[src/rtl/quad_word_serializer_if.sv]
// quad_word_serializer_if
//   Bundles the upstream word inputs, the load/busy control pair, the
//   downstream valid/ready beat stream and the frame status outputs of
//   quad_word_serializer.
//   Parameters: WIDTH (input word width), OUT_W (beat width).
//   Modports:
//     slave  - the serializer: samples in_a..in_d, load, out_ready and
//              drives busy, out_data, out_valid, out_last, checksum, done,
//              frame_count.
//     master - the surrounding environment (producer plus consumer), the
//              mirror image of slave.
interface quad_word_serializer_if #(
  parameter int WIDTH = 32,
  parameter int OUT_W = 8
);
  logic [WIDTH-1:0] in_a;
  logic [WIDTH-1:0] in_b;
  logic [WIDTH-1:0] in_c;
  logic [WIDTH-1:0] in_d;
  logic             load;
  logic             busy;
  logic [OUT_W-1:0] out_data;
  logic             out_valid;
  logic             out_ready;
  logic             out_last;
  logic [WIDTH-1:0] checksum;
  logic             done;
  logic [15:0]      frame_count;

  modport slave (
    input  in_a, in_b, in_c, in_d, load, out_ready,
    output busy, out_data, out_valid, out_last, checksum, done, frame_count
  );

  modport master (
    output in_a, in_b, in_c, in_d, load, out_ready,
    input  busy, out_data, out_valid, out_last, checksum, done, frame_count
  );
endinterface

[src/rtl/quad_word_serializer.sv]
// quad_word_serializer
//   Snapshots four WIDTH-bit words on a load strobe, records their modular
//   sum, and streams the snapshot out as OUT_W-bit beats over valid/ready.
//   Word a goes first, most significant chunk of each word first.
//   Ports:
//     clock - rising-edge clock
//     reset - asynchronous, active-high reset (aborts any frame in flight)
//     bus   - quad_word_serializer_if.slave:
//             in_a..in_d  words to capture
//             load        capture request, ignored while busy
//             busy        high in SEND and DONE
//             out_data    current beat (top chunk of the shadow register)
//             out_valid   out_data is valid
//             out_ready   consumer accepts the beat this cycle
//             out_last    marks the final beat of a frame
//             checksum    modular sum of the captured words
//             done        one-cycle pulse after the final handshake
//             frame_count completed frames, wraps at 16 bits
module quad_word_serializer #(
  parameter int WIDTH = 32,
  parameter int OUT_W = 8
) (
  input logic                   clock,
  input logic                   reset,
  quad_word_serializer_if.slave bus
);

  localparam int BEATS   = 4 * WIDTH / OUT_W;
  localparam int FRAME_W = 4 * WIDTH;
  localparam int CNT_W   = $clog2(BEATS);
  // Index of the beat before the final one: a handshake there makes the
  // next presented beat the last.
  localparam logic [CNT_W-1:0] PENULT_IDX = CNT_W'(BEATS - 2);

  typedef enum logic [1:0] {
    ST_IDLE = 2'd0,
    ST_SEND = 2'd1,
    ST_DONE = 2'd2
  } state_t;

  state_t             state_r;
  logic [FRAME_W-1:0] shift_r;
  logic [CNT_W-1:0]   cnt_r;
  logic [WIDTH-1:0]   checksum_r;
  logic [15:0]        frame_count_r;
  logic               valid_r;
  logic               last_r;
  logic               done_r;
  logic               busy_r;

  // Modular sum of the four captured words; carries out of WIDTH are dropped.
  function automatic logic [WIDTH-1:0] sum4(
    input logic [WIDTH-1:0] a,
    input logic [WIDTH-1:0] b,
    input logic [WIDTH-1:0] c,
    input logic [WIDTH-1:0] d
  );
    logic [WIDTH-1:0] s;
    s = a + b;
    s = s + c;
    s = s + d;
    return s;
  endfunction

  // Frame state machine: capture, shift-out on handshake, done pulse.
  always_ff @(posedge clock or posedge reset) begin
    if (reset) begin
      state_r       <= ST_IDLE;
      shift_r       <= '0;
      cnt_r         <= '0;
      checksum_r    <= '0;
      frame_count_r <= 16'd0;
      valid_r       <= 1'b0;
      last_r        <= 1'b0;
      done_r        <= 1'b0;
      busy_r        <= 1'b0;
    end else begin
      done_r <= 1'b0;
      case (state_r)
        ST_IDLE: begin
          if (bus.load) begin
            shift_r    <= {bus.in_a, bus.in_b, bus.in_c, bus.in_d};
            checksum_r <= sum4(bus.in_a, bus.in_b, bus.in_c, bus.in_d);
            cnt_r      <= '0;
            valid_r    <= 1'b1;
            last_r     <= 1'b0;
            busy_r     <= 1'b1;
            state_r    <= ST_SEND;
          end
        end
        ST_SEND: begin
          if (valid_r && bus.out_ready) begin
            // Shifting brings the next chunk to the top, which is out_data.
            shift_r <= {shift_r[FRAME_W-OUT_W-1:0], {OUT_W{1'b0}}};
            cnt_r   <= cnt_r + CNT_W'(1);
            if (last_r) begin
              valid_r       <= 1'b0;
              last_r        <= 1'b0;
              done_r        <= 1'b1;
              frame_count_r <= frame_count_r + 16'd1;
              state_r       <= ST_DONE;
            end else begin
              last_r <= (cnt_r == PENULT_IDX);
            end
          end
        end
        ST_DONE: begin
          busy_r  <= 1'b0;
          state_r <= ST_IDLE;
        end
        default: begin
          valid_r <= 1'b0;
          last_r  <= 1'b0;
          busy_r  <= 1'b0;
          state_r <= ST_IDLE;
        end
      endcase
    end
  end

  assign bus.out_data    = shift_r[FRAME_W-1 -: OUT_W];
  assign bus.out_valid   = valid_r;
  assign bus.out_last    = last_r;
  assign bus.checksum    = checksum_r;
  assign bus.done        = done_r;
  assign bus.frame_count = frame_count_r;
  assign bus.busy        = busy_r;

endmodule

[src/flat_wrapper.sv]
// flat-port wrapper written by rule: the top's interface ports become plain ports
module quad_word_serializer_flat 
#(
  parameter int WIDTH = 32,
  parameter int OUT_W = 8
)
  (clock, reset, bus_in_a, bus_in_b, bus_in_c, bus_in_d, bus_load, bus_out_ready, bus_busy, bus_out_data, bus_out_valid, bus_out_last, bus_checksum, bus_done, bus_frame_count);
  quad_word_serializer_if #(.WIDTH(WIDTH), .OUT_W(OUT_W)) bus_i ();
  input logic clock;
  input logic reset;
  input wire logic [$bits(bus_i.in_a)-1:0] bus_in_a;
  input wire logic [$bits(bus_i.in_b)-1:0] bus_in_b;
  input wire logic [$bits(bus_i.in_c)-1:0] bus_in_c;
  input wire logic [$bits(bus_i.in_d)-1:0] bus_in_d;
  input wire logic [$bits(bus_i.load)-1:0] bus_load;
  input wire logic [$bits(bus_i.out_ready)-1:0] bus_out_ready;
  output wire logic [$bits(bus_i.busy)-1:0] bus_busy;
  output wire logic [$bits(bus_i.out_data)-1:0] bus_out_data;
  output wire logic [$bits(bus_i.out_valid)-1:0] bus_out_valid;
  output wire logic [$bits(bus_i.out_last)-1:0] bus_out_last;
  output wire logic [$bits(bus_i.checksum)-1:0] bus_checksum;
  output wire logic [$bits(bus_i.done)-1:0] bus_done;
  output wire logic [$bits(bus_i.frame_count)-1:0] bus_frame_count;
  assign bus_i.in_a = bus_in_a;
  assign bus_i.in_b = bus_in_b;
  assign bus_i.in_c = bus_in_c;
  assign bus_i.in_d = bus_in_d;
  assign bus_i.load = bus_load;
  assign bus_i.out_ready = bus_out_ready;
  assign bus_busy = bus_i.busy;
  assign bus_out_data = bus_i.out_data;
  assign bus_out_valid = bus_i.out_valid;
  assign bus_out_last = bus_i.out_last;
  assign bus_checksum = bus_i.checksum;
  assign bus_done = bus_i.done;
  assign bus_frame_count = bus_i.frame_count;
  quad_word_serializer #(.WIDTH(WIDTH), .OUT_W(OUT_W)) u_core (.clock(clock), .reset(reset), .bus(bus_i));
endmodule
[config.mk]
export PLATFORM = sky130hd
export DESIGN_NAME = quad_word_serializer_flat
export DESIGN_NICKNAME = d
export VERILOG_FILES = /design/src/rtl/quad_word_serializer_if.sv /design/src/rtl/quad_word_serializer.sv /design/src/flat_wrapper.sv
export SDC_FILE = /design/constraint.sdc
export NUM_CORES = 1
export LEC_CHECK = 0
export CELL_PAD_IN_SITES_DETAIL_PLACEMENT = 1
export CELL_PAD_IN_SITES_GLOBAL_PLACEMENT = 1
export CORE_MARGIN = 4
export CORE_UTILIZATION = 45
export DETAILED_ROUTE_END_ITERATION = 6
export PLACE_DENSITY_LB_ADDON = 0.05
export RECOVER_POWER = 50
export SLEW_MARGIN = 20
export SYNTH_ARGS = -nofsm -noshare
export SYNTH_HDL_FRONTEND = slang
export SYNTH_SLANG_ARGS = --single-unit
[constraint.sdc]
create_clock -name clock -period 12.45 [get_ports clock]
set_input_delay 2.49 -clock clock [delete_from_list [all_inputs] [get_ports clock]]
set_output_delay 2.49 -clock clock [all_outputs]
set_load 0.01 [all_outputs]
==> metrics.txt, run 1 <==
CP max FO 129; Leakage ~6.7 nW; Synth Flop Type dfrtp_1; post-DP HPWL between 20000 and 30000 um; Synth Cell Area 11550 um^2; flops & latches, synth around 190; Post-CTS Resized 0; chip width approximately 170 um; syn_area_per_cell 9.479 um^2; maxcap violations 2; post-DR wirelength/cell 21.36 um; largest net degree at the start of global routing 130; die height between 150 and 200 um; area grow syn2layout 23.34%; Post-synth EDFFs 0; hold_ws between 400 and 500 ps; Synthesis Warnings 0; Worst VDD drop 94.00 uV; WL final between 30000 and 40000 um; nets@finish 1600; vias post-DR 9058; Final Util between 50 and 60%; slowest cell on the critical path clkinvlp_2; startpoint types input port; fmax ~140 MHz; Yosys cell types 57; setup slack after layout 5472 ps; R2R depth 6; CP peak stage delay between 3000 and 4000 ps; Setup Fix Bufs, Post-CTS 0; Clk Latency, worst-skew pair approximately 440 ps; Hold Path Stages 2; Worst EP arrival approximately 7500 ps; TritonCTS Buffers 17; CP Depth 3; vias per cell 5.285; Ports 192; worst-path cell chain dlygate4sd3_1 -> clkinvlp_2 -> buf_4; Routed Antenna Nets 0; skew final around 17 ps; antenna violations before repair 0; share of cells above drive strength 1 under 10%; pre-CTS WS roughly 5900 ps; # port buffers 191; H-tree depth 4; element type at the critical path end async pin; Pre-antenna DRT Iters 5; # rows 58; fill cell count 2897; failing checks max-capacitance violations, max-slew violations; Worst Max-Slew Pin Slew just under 6000 ps; post-synthesis sequential area ratio roughly 40%; critical path class input port to async pin; CTS root buf clkbuf_16; core area between 20000 and 30000 um^2; Initial Util approximately 46%; outcome finished with violations; reg2reg start u_core.state_r[1]$_DFFE_PP0P_; R2R setup slack a little under 9000 ps; cell count after synthesis about 1200; CTS tree yes; antenna cells 0; Final min period roughly 7000 ps; Rel. slew slack -295.1%; worst r2r dst u_core.shift_r[16]$_DFFE_PP0P_; Starting DRT DRC Count around 550; Final Hold Fails 0; CTS Hold Bufs 0; syn nets around 1400; Post-synth ARST share 100.0%; Clock Sinks roughly 190; Longest Clk Path Bufs 2; vias in the first global route a little under 10000; final period utilization about 56%; Die Area ~28000 um^2; Final Max Tran Viols roughly 190; HP Class flop to flop; global-route wire length before repair approximately 56000 um; Worst Hold Path EP u_core.bus.checksum[17]$_DFFE_PP0P_; Clock transition at path regs around 70 ps; crit-path leading delay family buffers and inverters; routability cong. just under 0.9; WP buf/inv 3; Fin Setup TNS 0 ps; total power between 2 and 3 mW; global route overflow 0; Final setup viols 0; pwr dens about 180 nW/um^2; DRC 0; HP Start u_core.bus.checksum[17]$_DFFE_PP0P_; RSZ-0062 raised after global routing no; GRT Total Usage a little over a quarter; Worst EP required 12930 ps
[flip-flops by register name (all words and copies together) (netlist names)]
signal,count
u_core.bus.done,1
u_core.bus.checksum,32
u_core.bus.busy,1
u_core.bus.out_last,1
u_core.state_r,2
u_core.shift_r,128
u_core.bus.out_valid,1
u_core.cnt_r,4
u_core.bus.frame_count,16
[Yosys cell counts, types with 2 or more instances]
library cell | instances | area share, %
dfrtp_1 | 186 | 40
xnor2_1 | 31 | 2.3
nor3_1 | 3 | 0.13
or3_1 | 2 | 0.11
o21bai_1 | 4 | 0.26
nor2_1 | 21 | 0.68
a22o_1 | 3 | 0.23
nand4_1 | 7 | 0.38
buf_4 | 8 | 0.52
a211o_1 | 2 | 0.15
o211ai_1 | 3 | 0.19
o31ai_1 | 2 | 0.13
clkbuf_1 | 37 | 1.2
and3_1 | 7 | 0.38
ha_1 | 34 | 3.7
fa_1 | 62 | 11
o311ai_0 | 2 | 0.15
nand2b_1 | 3 | 0.16
inv_1 | 182 | 5.9
a21o_1 | 18 | 1.2
nand3_1 | 15 | 0.65
o22ai_1 | 2 | 0.11
a31oi_1 | 3 | 0.16
mux2_2 | 2 | 0.19
a21oi_2 | 4 | 0.30
and2_1 | 3 | 0.16
o21a_1 | 3 | 0.19
mux2i_1 | 121 | 10
buf_2 | 13 | 0.56
xor2_1 | 13 | 0.99
and4_1 | 2 | 0.15
buf_1 | 6 | 0.19
a211oi_1 | 5 | 0.32
a21oi_1 | 21 | 0.91
o21ai_0 | 173 | 7.5
nand2_1 | 195 | 6.3
[metrics by stage]
stage / instance area (um^2) / std cells
after floorplan: 11550 / 1219
after global placement: 13670 / 1683
after detailed placement: 13670 / 1683
after CTS: 14280 / 1714
after global routing: 14250 / 1714
final: 14250 / 1714
[tightest hold or removal path, cell delays in order, from the launching register on]
cell and delay [ps]:
dfrtp_1 340, nand2_1 40, o21ai_0 50
[final cells by class]
class                           instances  area (um^2)  area share, %
Tap cell                              330        412.9          2.897
Clock inverter                         14        177.7          1.247
Multi-Input combinational cell        787         5936          41.65
Inverter                              182        684.4          4.802
Timing Repair Buffer                  198         1961          13.76
Clock buffer                           17        425.4          2.985
Sequential cell                       186         4654          32.66
[power by group]
group          switching [mW]  internal (mW)
sequential              0.109          0.796
combinational           0.641          0.471
clock                   0.276          0.305
[worst max path at each step]
stage / from / endpoint / slack, ps
global placement: bus_in_c[2] / u_core.bus.checksum[31]$_DFFE_PP0P_ / 6050
global route: reset / u_core.bus.checksum[19]$_DFFE_PP0P_ / 4480
CTS: bus_in_c[2] / u_core.bus.checksum[29]$_DFFE_PP0P_ / 6410
finish: reset / u_core.shift_r[1]$_DFFE_PP0P_ / 5470
floorplan: reset / u_core.bus.busy$_DFFE_PP0P_ / 4900
detailed placement: bus_in_c[2] / u_core.bus.checksum[29]$_DFFE_PP0P_ / 5940
[layer usage]
layer  track usage, %  share of wire, %  up-vias
met5                0                 0        -
met4            7.939               2.7        0
met3            3.616               3.7       40
met2            41.18                47      204
met1            37.57                47     4549
li1                 -                 -     4265
[logic make-up after synthesis]
group                    Yosys count  synth area share, %
XOR/XNOR                          44                3.335
multiplexers                     123                10.68
AO/OA/AOI/OAI                    259                13.31
adder cells (fa/ha/maj)           96                14.42
AND/OR/NAND/NOR                  265                9.583
flip-flops                       186                40.28
buffers and inverters            246                8.392
[cells in the final DEF, fill, tap and decap left out, types with 5 or more instances in the layout]
cell,count
xor2_1,13
xnor2_1,31
inv_1,181
nand4_1,7
and3_1,7
clkdlybuf4s50_1,128
clkbuf_16,17
a21o_1,18
dlygate4sd3_1,63
a21oi_1,21
o21ai_0,173
fa_1,62
nor2_1,22
a211oi_1,5
nand3_1,15
nand2_1,195
dfrtp_1,186
mux2i_1,121
ha_1,34
Note: power is estimated with default switching activity, not from simulation.
==> run 2, diff against run 1 <==
--- a/config.mk
+++ b/config.mk
@@ -8,7 +8,7 @@
 export CELL_PAD_IN_SITES_DETAIL_PLACEMENT = 1
 export CELL_PAD_IN_SITES_GLOBAL_PLACEMENT = 1
 export CORE_MARGIN = 4
-export CORE_UTILIZATION = 45
+export CORE_UTILIZATION = 42
 export DETAILED_ROUTE_END_ITERATION = 6
 export PLACE_DENSITY_LB_ADDON = 0.05
 export RECOVER_POWER = 50
==> constraint.sdc (replaced) <==
create_clock -name clock -period 6.5 [get_ports clock]
set_input_delay 1.3 -clock clock [delete_from_list [all_inputs] [get_ports clock]]
set_output_delay 1.3 -clock clock [all_outputs]
set_load 0.01 [all_outputs]
==> run 2 against run 1 <==
Against the previous run:
- the flow still finishes with violations (max-capacitance violations, max-slew violations)
- final area increased by 0.40%
- flip-flop and latch count is the same
- register-to-register slack got worse by 5700 ps
- critical endpoint is now u_core.bus.checksum[29]$_DFFE_PP0P_
- largest cell class unchanged
- highest routed layer is now met5
==> metrics.txt, run 2 (synthesis results as in run 1) <==
WL final 35760 um (was 36600 um); R2R depth 5 (was 6); fill cell count 3094 (was 2897); most frequent cells in the layout nand2_1, dfrtp_1, inv_1 (unchanged); global-route wire length before repair 56100 um (was 56280 um); Pre-antenna DRT Iters 4 (was 5); pwr dens 347.3 nW/um^2 (was 182.3 nW/um^2); commonest non-fill, non-tap cell in the layout nand2_1 (unchanged); vias post-DR 8886 (was 9058); GRT Total Usage 24.05% (was 26.06%); Final Hold Fails 0 (unchanged); Leakage 6.633 nW (was 6.672 nW); antenna violations before repair 1 (was 0); maxcap violations 2 (unchanged); startpoint types input port (unchanged); Final Util 52.94% (was 56.43%); largest net degree at the start of global routing 193 (was 130); Worst Max-Slew Pin Slew 3549 ps (was 5894 ps); Hold Path Stages 2 (unchanged); failing checks max-capacitance violations, max-slew violations (unchanged); chip width 173.9 um (was 168.2 um); global route overflow 0 (unchanged); area grow syn2layout 23.82% (was 23.34%); critical path class input port to flop (was input port to async pin); Clock Sinks 186 (unchanged); max reg flops 128 (unchanged); TritonCTS Buffers 17 (unchanged); die height 173.9 um (was 168.2 um); Largest Register u_core.shift_r (unchanged); Final setup viols 0 (unchanged); Setup Fix Bufs, Post-CTS 0 (unchanged); Fin Setup TNS 0 ps (unchanged); Rel. slew slack -136.9% (was -295.1%); H-tree depth 4 (unchanged); Worst EP arrival 5240 ps (was 7450 ps); CTS Hold Bufs 0 (unchanged); element type at the critical path end flop (was async pin); Worst VDD drop 240.0 uV (was 94.00 uV); share of cells above drive strength 1 3.899% (was 3.902%); post-DP HPWL 28200 um (was 28580 um); DRC 0 (unchanged); Worst EP required 6850 ps (was 12930 ps); Register Area 4654 um^2 (unchanged); routability cong. 0.8371 (was 0.8676); reg2reg start u_core.state_r[0]$_DFFE_PP0P_ (was u_core.state_r[1]$_DFFE_PP0P_); HP Start u_core.bus.checksum[9]$_DFFE_PP0P_ (was u_core.bus.checksum[17]$_DFFE_PP0P_); Clock transition at path regs 80 ps (was 70 ps); RSZ-0062 raised after global routing no (unchanged); Final min period between 4000 and 5000 ps; antenna cells 0 (unchanged); Longest Clk Path Bufs 2 (unchanged); Die Area 30230 um^2 (was 28300 um^2); skew final 15.03 ps (was 17.08 ps); HP Class flop to flop (unchanged); CP max FO 3 (was 129); Initial Util 42.75% (was 45.75%); Clk Latency, worst-skew pair 450 ps (was 440 ps); Starting DRT DRC Count 527 (was 548); fmax between 200 and 250 MHz; R2R setup slack 3120 ps (was 8780 ps); # rows 60 (was 58); vias in the first global route 9491 (was 9613); vias per cell 5.148 (was 5.285); footprint of the multi-input gates 5936 um^2 (unchanged); core area 27030 um^2 (was 25250 um^2); Post-CTS Resized 0 (unchanged); total power 4.969 mW (was 2.598 mW); post-DR wirelength/cell 20.72 um (was 21.36 um); nets@finish 1600 (unchanged); CTS root buf clkbuf_16 (unchanged); Ports 192 (unchanged); Worst Hold Path EP u_core.bus.checksum[9]$_DFFE_PP0P_ (was u_core.bus.checksum[17]$_DFFE_PP0P_); outcome finished with violations (unchanged); CTS tree yes (unchanged); Final Max Tran Viols 151 (was 187); final period utilization about three quarters; # port buffers 191 (unchanged); worst r2r dst u_core.shift_r[118]$_DFFE_PP0P_ (was u_core.shift_r[16]$_DFFE_PP0P_); Routed Antenna Nets 0 (unchanged)
## run 2: changes by cell type in the layout (fill, tap and decap cells not counted), sizes merged
cell           before  now
clkdlybuf4s50     128  146
clkinvlp            2    0
bufinv              2    1
clkinv              3    8
dlygate4sd3        63   45
inv               189  188
## run 2: per-stage QoR
step	cell area (um^2)	worst slack, ps	hold slack [ps]	instances
after floorplan	11550	142.9	449.2	1219
after global placement	13710	1286	459.8	1694
final	14310	1607	475.7	1726
after CTS	14340	1605	485.0	1726
after detailed placement	13710	1148	463.7	1694
after global routing	14310	1000	503.8	1726
## run 2: how the worst max path moves through the flow
stage	startpoint	end	slack, ps	cells after the start
2_1_floorplan	reset	u_core.bus.busy$_DFFE_PP0P_	140	1
3_3_place_gp	bus_in_c[2]	u_core.bus.checksum[31]$_DFFE_PP0P_	1290	14
3_5_place_dp	bus_in_c[2]	u_core.bus.checksum[29]$_DFFE_PP0P_	1150	14
4_1_cts	bus_in_c[2]	u_core.bus.checksum[29]$_DFFE_PP0P_	1610	14
5_1_grt	reset	u_core.bus.checksum[21]$_DFFE_PP0P_	1000	3
6_report	bus_in_c[2]	u_core.bus.checksum[29]$_DFFE_PP0P_	1610	14
## run 2: layout make-up
type | instances | share of cell area (%)
clock buffers | 17 | 2.973
clock inverters | 15 | 1.399
inverters | 182 | 4.775
multi-input cells | 787 | 41.49
flip-flops and latches | 186 | 32.53
well taps | 341 | 2.982
repair buffers | 198 | 13.85
## run 2: per-layer routing
layer | vias to the layer above | share of wire (%) | global-route usage [%]
li1 | 4273 | - | -
met3 | 33 | 3.8 | 3.686
met5 | - | 0.036 | 0
met1 | 4416 | 48 | 35.23
met4 | 2 | 2.1 | 6.038
met2 | 162 | 46 | 37.65
## run 2: critical path, stage by stage
cell and delay [ps]:
clkdlybuf4s50_1 520, inv_1 80, fa_1 530, fa_1 530, inv_1 70, fa_1 480
a21oi_2 200, o32ai_2 140, o21ai_0 290, a21oi_1 180, o21ai_0 400, o21ai_0 200
xnor2_1 150, o21ai_0 170
## run 2: where the power goes
group / total (mW) / switching [mW] / internal (mW)
Clock: 1.12 / 0.562 / 0.560
Sequential: 1.73 / 0.208 / 1.52
Combinational: 2.12 / 1.21 / 0.910
==> run 3, diff against run 2 <==
--- a/config.mk
+++ b/config.mk
@@ -8,7 +8,7 @@
 export CELL_PAD_IN_SITES_DETAIL_PLACEMENT = 1
 export CELL_PAD_IN_SITES_GLOBAL_PLACEMENT = 1
 export CORE_MARGIN = 4
-export CORE_UTILIZATION = 42
+export CORE_UTILIZATION = 38
 export DETAILED_ROUTE_END_ITERATION = 6
 export PLACE_DENSITY_LB_ADDON = 0.05
 export RECOVER_POWER = 50
==> constraint.sdc (replaced) <==
create_clock -name clock -period 4 [get_ports clock]
set_input_delay 0.8 -clock clock [delete_from_list [all_inputs] [get_ports clock]]
set_output_delay 0.8 -clock clock [all_outputs]
set_load 0.01 [all_outputs]
==> run 3 against run 2 <==
Against the previous run:
- critical path type unchanged
- combinational power grew 100%
- first-iteration DRC count up 4.7%
- critical path depth stayed put
- total power up 78%
- critical endpoint is now u_core.bus.checksum[30]$_DFFE_PP0P_
- via count rose by 5.7%
- highest routed layer is now met4
- clock-buffer cell count is 1 higher
- final cell count up 11%
- register-to-register slack worse by 2300 ps
- global-route usage decreased by 1.2 points
- sequential power is 62% higher
- the flow still finishes with violations (max-capacitance violations, max-slew violations)
==> metrics.txt, run 3 (synthesis results as in run 1) <==
Initial Util 38.78% (was 42.75%); Hold Path Stages 1 (was 2); Placed Instances 1880 (was 1694); # port buffers 191 (unchanged); GRT Total Usage 22.85% (was 24.05%); Post-DP Area 14840 um^2 (was 13710 um^2); Longest Clk Path Bufs 2 (unchanged); commonest non-fill, non-tap cell in the layout nand2_1 (unchanged); failing checks max-capacitance violations, max-slew violations (unchanged); Pre-antenna DRT Iters 4 (unchanged); startpoint types input port (unchanged); fill cell count 3327 (was 3094); antenna violations before repair 0 (was 1); switching power 3.423 mW (was 1.977 mW); post-DR wirelength/cell 19.90 um (was 20.72 um); # rows 63 (was 60); Non-Filler Instances 1919 (was 1726); Worst Hold Path EP u_core.bus.frame_count[15]$_DFFE_PP0P_ (was u_core.bus.checksum[9]$_DFFE_PP0P_); nets@finish 1744 (was 1600); R2R depth 4 (was 5); maxcap violations 2 (unchanged); Worst VDD drop 314.9 uV (was 240.0 uV); Final Hold Fails 0 (unchanged); Routed Antenna Nets 0 (unchanged); vias in the first global route 9916 (was 9491); TritonCTS Buffers 17 (unchanged); Die Area 33260 um^2 (was 30230 um^2); Ports 192 (unchanged); Worst Max-Slew Pin Slew 2346 ps (was 3549 ps); vias post-DR 9389 (was 8886); routability cong. 0.8576 (was 0.8371); pwr dens 561.9 nW/um^2 (was 347.3 nW/um^2); die height 182.4 um (was 173.9 um); final period utilization 97.91%; Worst EP required 4380 ps (was 6850 ps); skew final 15.48 ps (was 15.03 ps); Leakage 7.395 nW (was 6.633 nW); outcome finished with violations (unchanged); Largest Register u_core.shift_r (unchanged); post-route cell area 15740 um^2 (was 14310 um^2); Flop pwr share 31.8% (was 34.8%); chip width 182.4 um (was 173.9 um); global-route wire length before repair 58150 um (was 56100 um); max reg flops 128 (unchanged); Internal Power 5.419 mW (was 2.992 mW); most frequent cells in the layout nand2_1, dfrtp_1, inv_1 (unchanged); HP Start u_core.bus.frame_count[15]$_DFFE_PP0P_ (was u_core.bus.checksum[9]$_DFFE_PP0P_); H-tree depth 4 (unchanged); core area 29800 um^2 (was 27030 um^2); Starting DRT DRC Count 552 (was 527); global route overflow 0 (unchanged); R2R setup slack 800 ps (was 3120 ps); worst r2r dst u_core.shift_r[114]$_DFFE_PP0P_ (was u_core.shift_r[118]$_DFFE_PP0P_); DRC 0 (unchanged); area grow syn2layout 36.19% (was 23.82%); fmax 255.3 MHz; CTS root buf clkbuf_16 (unchanged); antenna cells 0 (unchanged); WL final 38180 um (was 35760 um); reg2reg start u_core.state_r[1]$_DFFE_PP0P_ (was u_core.state_r[0]$_DFFE_PP0P_); largest net degree at the start of global routing 211 (was 193); Fin Setup TNS 0 ps (unchanged); post-DP HPWL 30070 um (was 28200 um); element type at the critical path end flop (unchanged); share of cells above drive strength 1 16.61% (was 3.899%); Clk Latency, worst-skew pair 440 ps (was 450 ps); Worst EP arrival 4300 ps (was 5240 ps); vias per cell 4.893 (was 5.148); Final Max Tran Viols 162 (was 151); Final min period 3916 ps; Clk pwr share 20.1% (was 22.6%); Clock transition at path regs 90 ps (was 80 ps); CP max FO 4 (was 3); Clock Sinks 186 (unchanged); Final setup viols 0 (unchanged); HP Class flop to flop (unchanged); Rel. slew slack -56.41% (was -136.9%); Switching Share 38.72% (was 39.78%); Comb power frac 48.2% (was 42.6%); critical path class input port to flop (unchanged); CTS Hold Bufs 0 (unchanged); CTS tree yes (unchanged)
==> run 3: changes by cell type in the layout (fill, tap and decap cells not counted), sizes merged, moves of 2 or more <==
cell and change:
clkdlybuf4s50 +19, clkbuf +5, dlygate4sd3 -42, buf +141, clkinvlp +2, dlygate4sd2 +7
dlymetal6s2s +15
==> run 3: routing by layer <==
metal | GRT usage [%] | vias up | wire length, um
li1 | - | 4550 | -
met1 | 33.64 | 4654 | 18090
met2 | 36.76 | 162 | 18170
met3 | 2.910 | 23 | 1503
met4 | 4.113 | 0 | 417
met5 | 0 | - | 0
==> run 3: power by group through the flow <==
stage	sequential (mW)	clock, mW	combinational, mW
3_3_place_gp	2.82	0	3.88
3_5_place_dp	2.85	0	3.99
6_report	2.81	1.78	4.26
5_1_grt	2.89	1.89	4.71
2_1_floorplan	2.83	0	2.26
4_1_cts	2.81	1.81	4.10
==> run 3: final cells by class <==
class / instances / area, um^2 / share of cell area, %
flip-flops and latches: 186 / 4654 / 29.58
multi-input cells: 787 / 6228 / 39.58
repair buffers: 342 / 3070 / 19.51
clock inverters: 14 / 171.4 / 1.089
inverters: 182 / 684.4 / 4.349
well taps: 390 / 488.0 / 3.101
clock buffers: 18 / 439.2 / 2.791
==> run 3: how the worst max path moves through the flow <==
stage,from,slack [ps],cells past startpoint,end
after detailed placement,bus_in_c[2],-740,14,u_core.bus.checksum[31]$_DFFE_PP0P_
after floorplan,bus_in_d[1],20,12,u_core.bus.checksum[31]$_DFFE_PP0P_
after global placement,bus_in_c[2],-730,14,u_core.bus.checksum[31]$_DFFE_PP0P_
after CTS,bus_in_c[3],-9,14,u_core.bus.checksum[30]$_DFFE_PP0P_
final,bus_in_b[3],80,14,u_core.bus.checksum[30]$_DFFE_PP0P_
after global routing,bus_in_c[12],-10,13,u_core.bus.checksum[31]$_DFFE_PP0P_
==> run 3: through the flow <==
stage               hold WS (ps)  worst slack, ps  power, mW  util [%]
floorplan                  449.2            21.74      5.090         -
global placement           459.4           -726.0      6.696     49.79
detailed placement         466.4           -737.3      6.842     49.79
CTS                        484.8           -8.556      8.725     52.24
global route               500.2           -9.979      9.489     52.81
finish                     479.6            83.56      8.842     52.81
==> run 3: timing repair <==
item,in CTS,in global routing
setup endpoints to repair,14,14
pin swaps,20,40
buffers inserted,1,6
gates resized for setup,33,64
==> run 3: worst max-delay path, cell delays in order <==
cell and delay, ps:
clkdlybuf4s50_1 500, inv_1 70, fa_2 510, inv_1 80
fa_1 490, ha_4 320, o21ai_2 90, o21ai_4 190
nand3_2 130, a21oi_4 240, o211ai_2 130, and3_4 180
or4_1 470, nand3_1 80
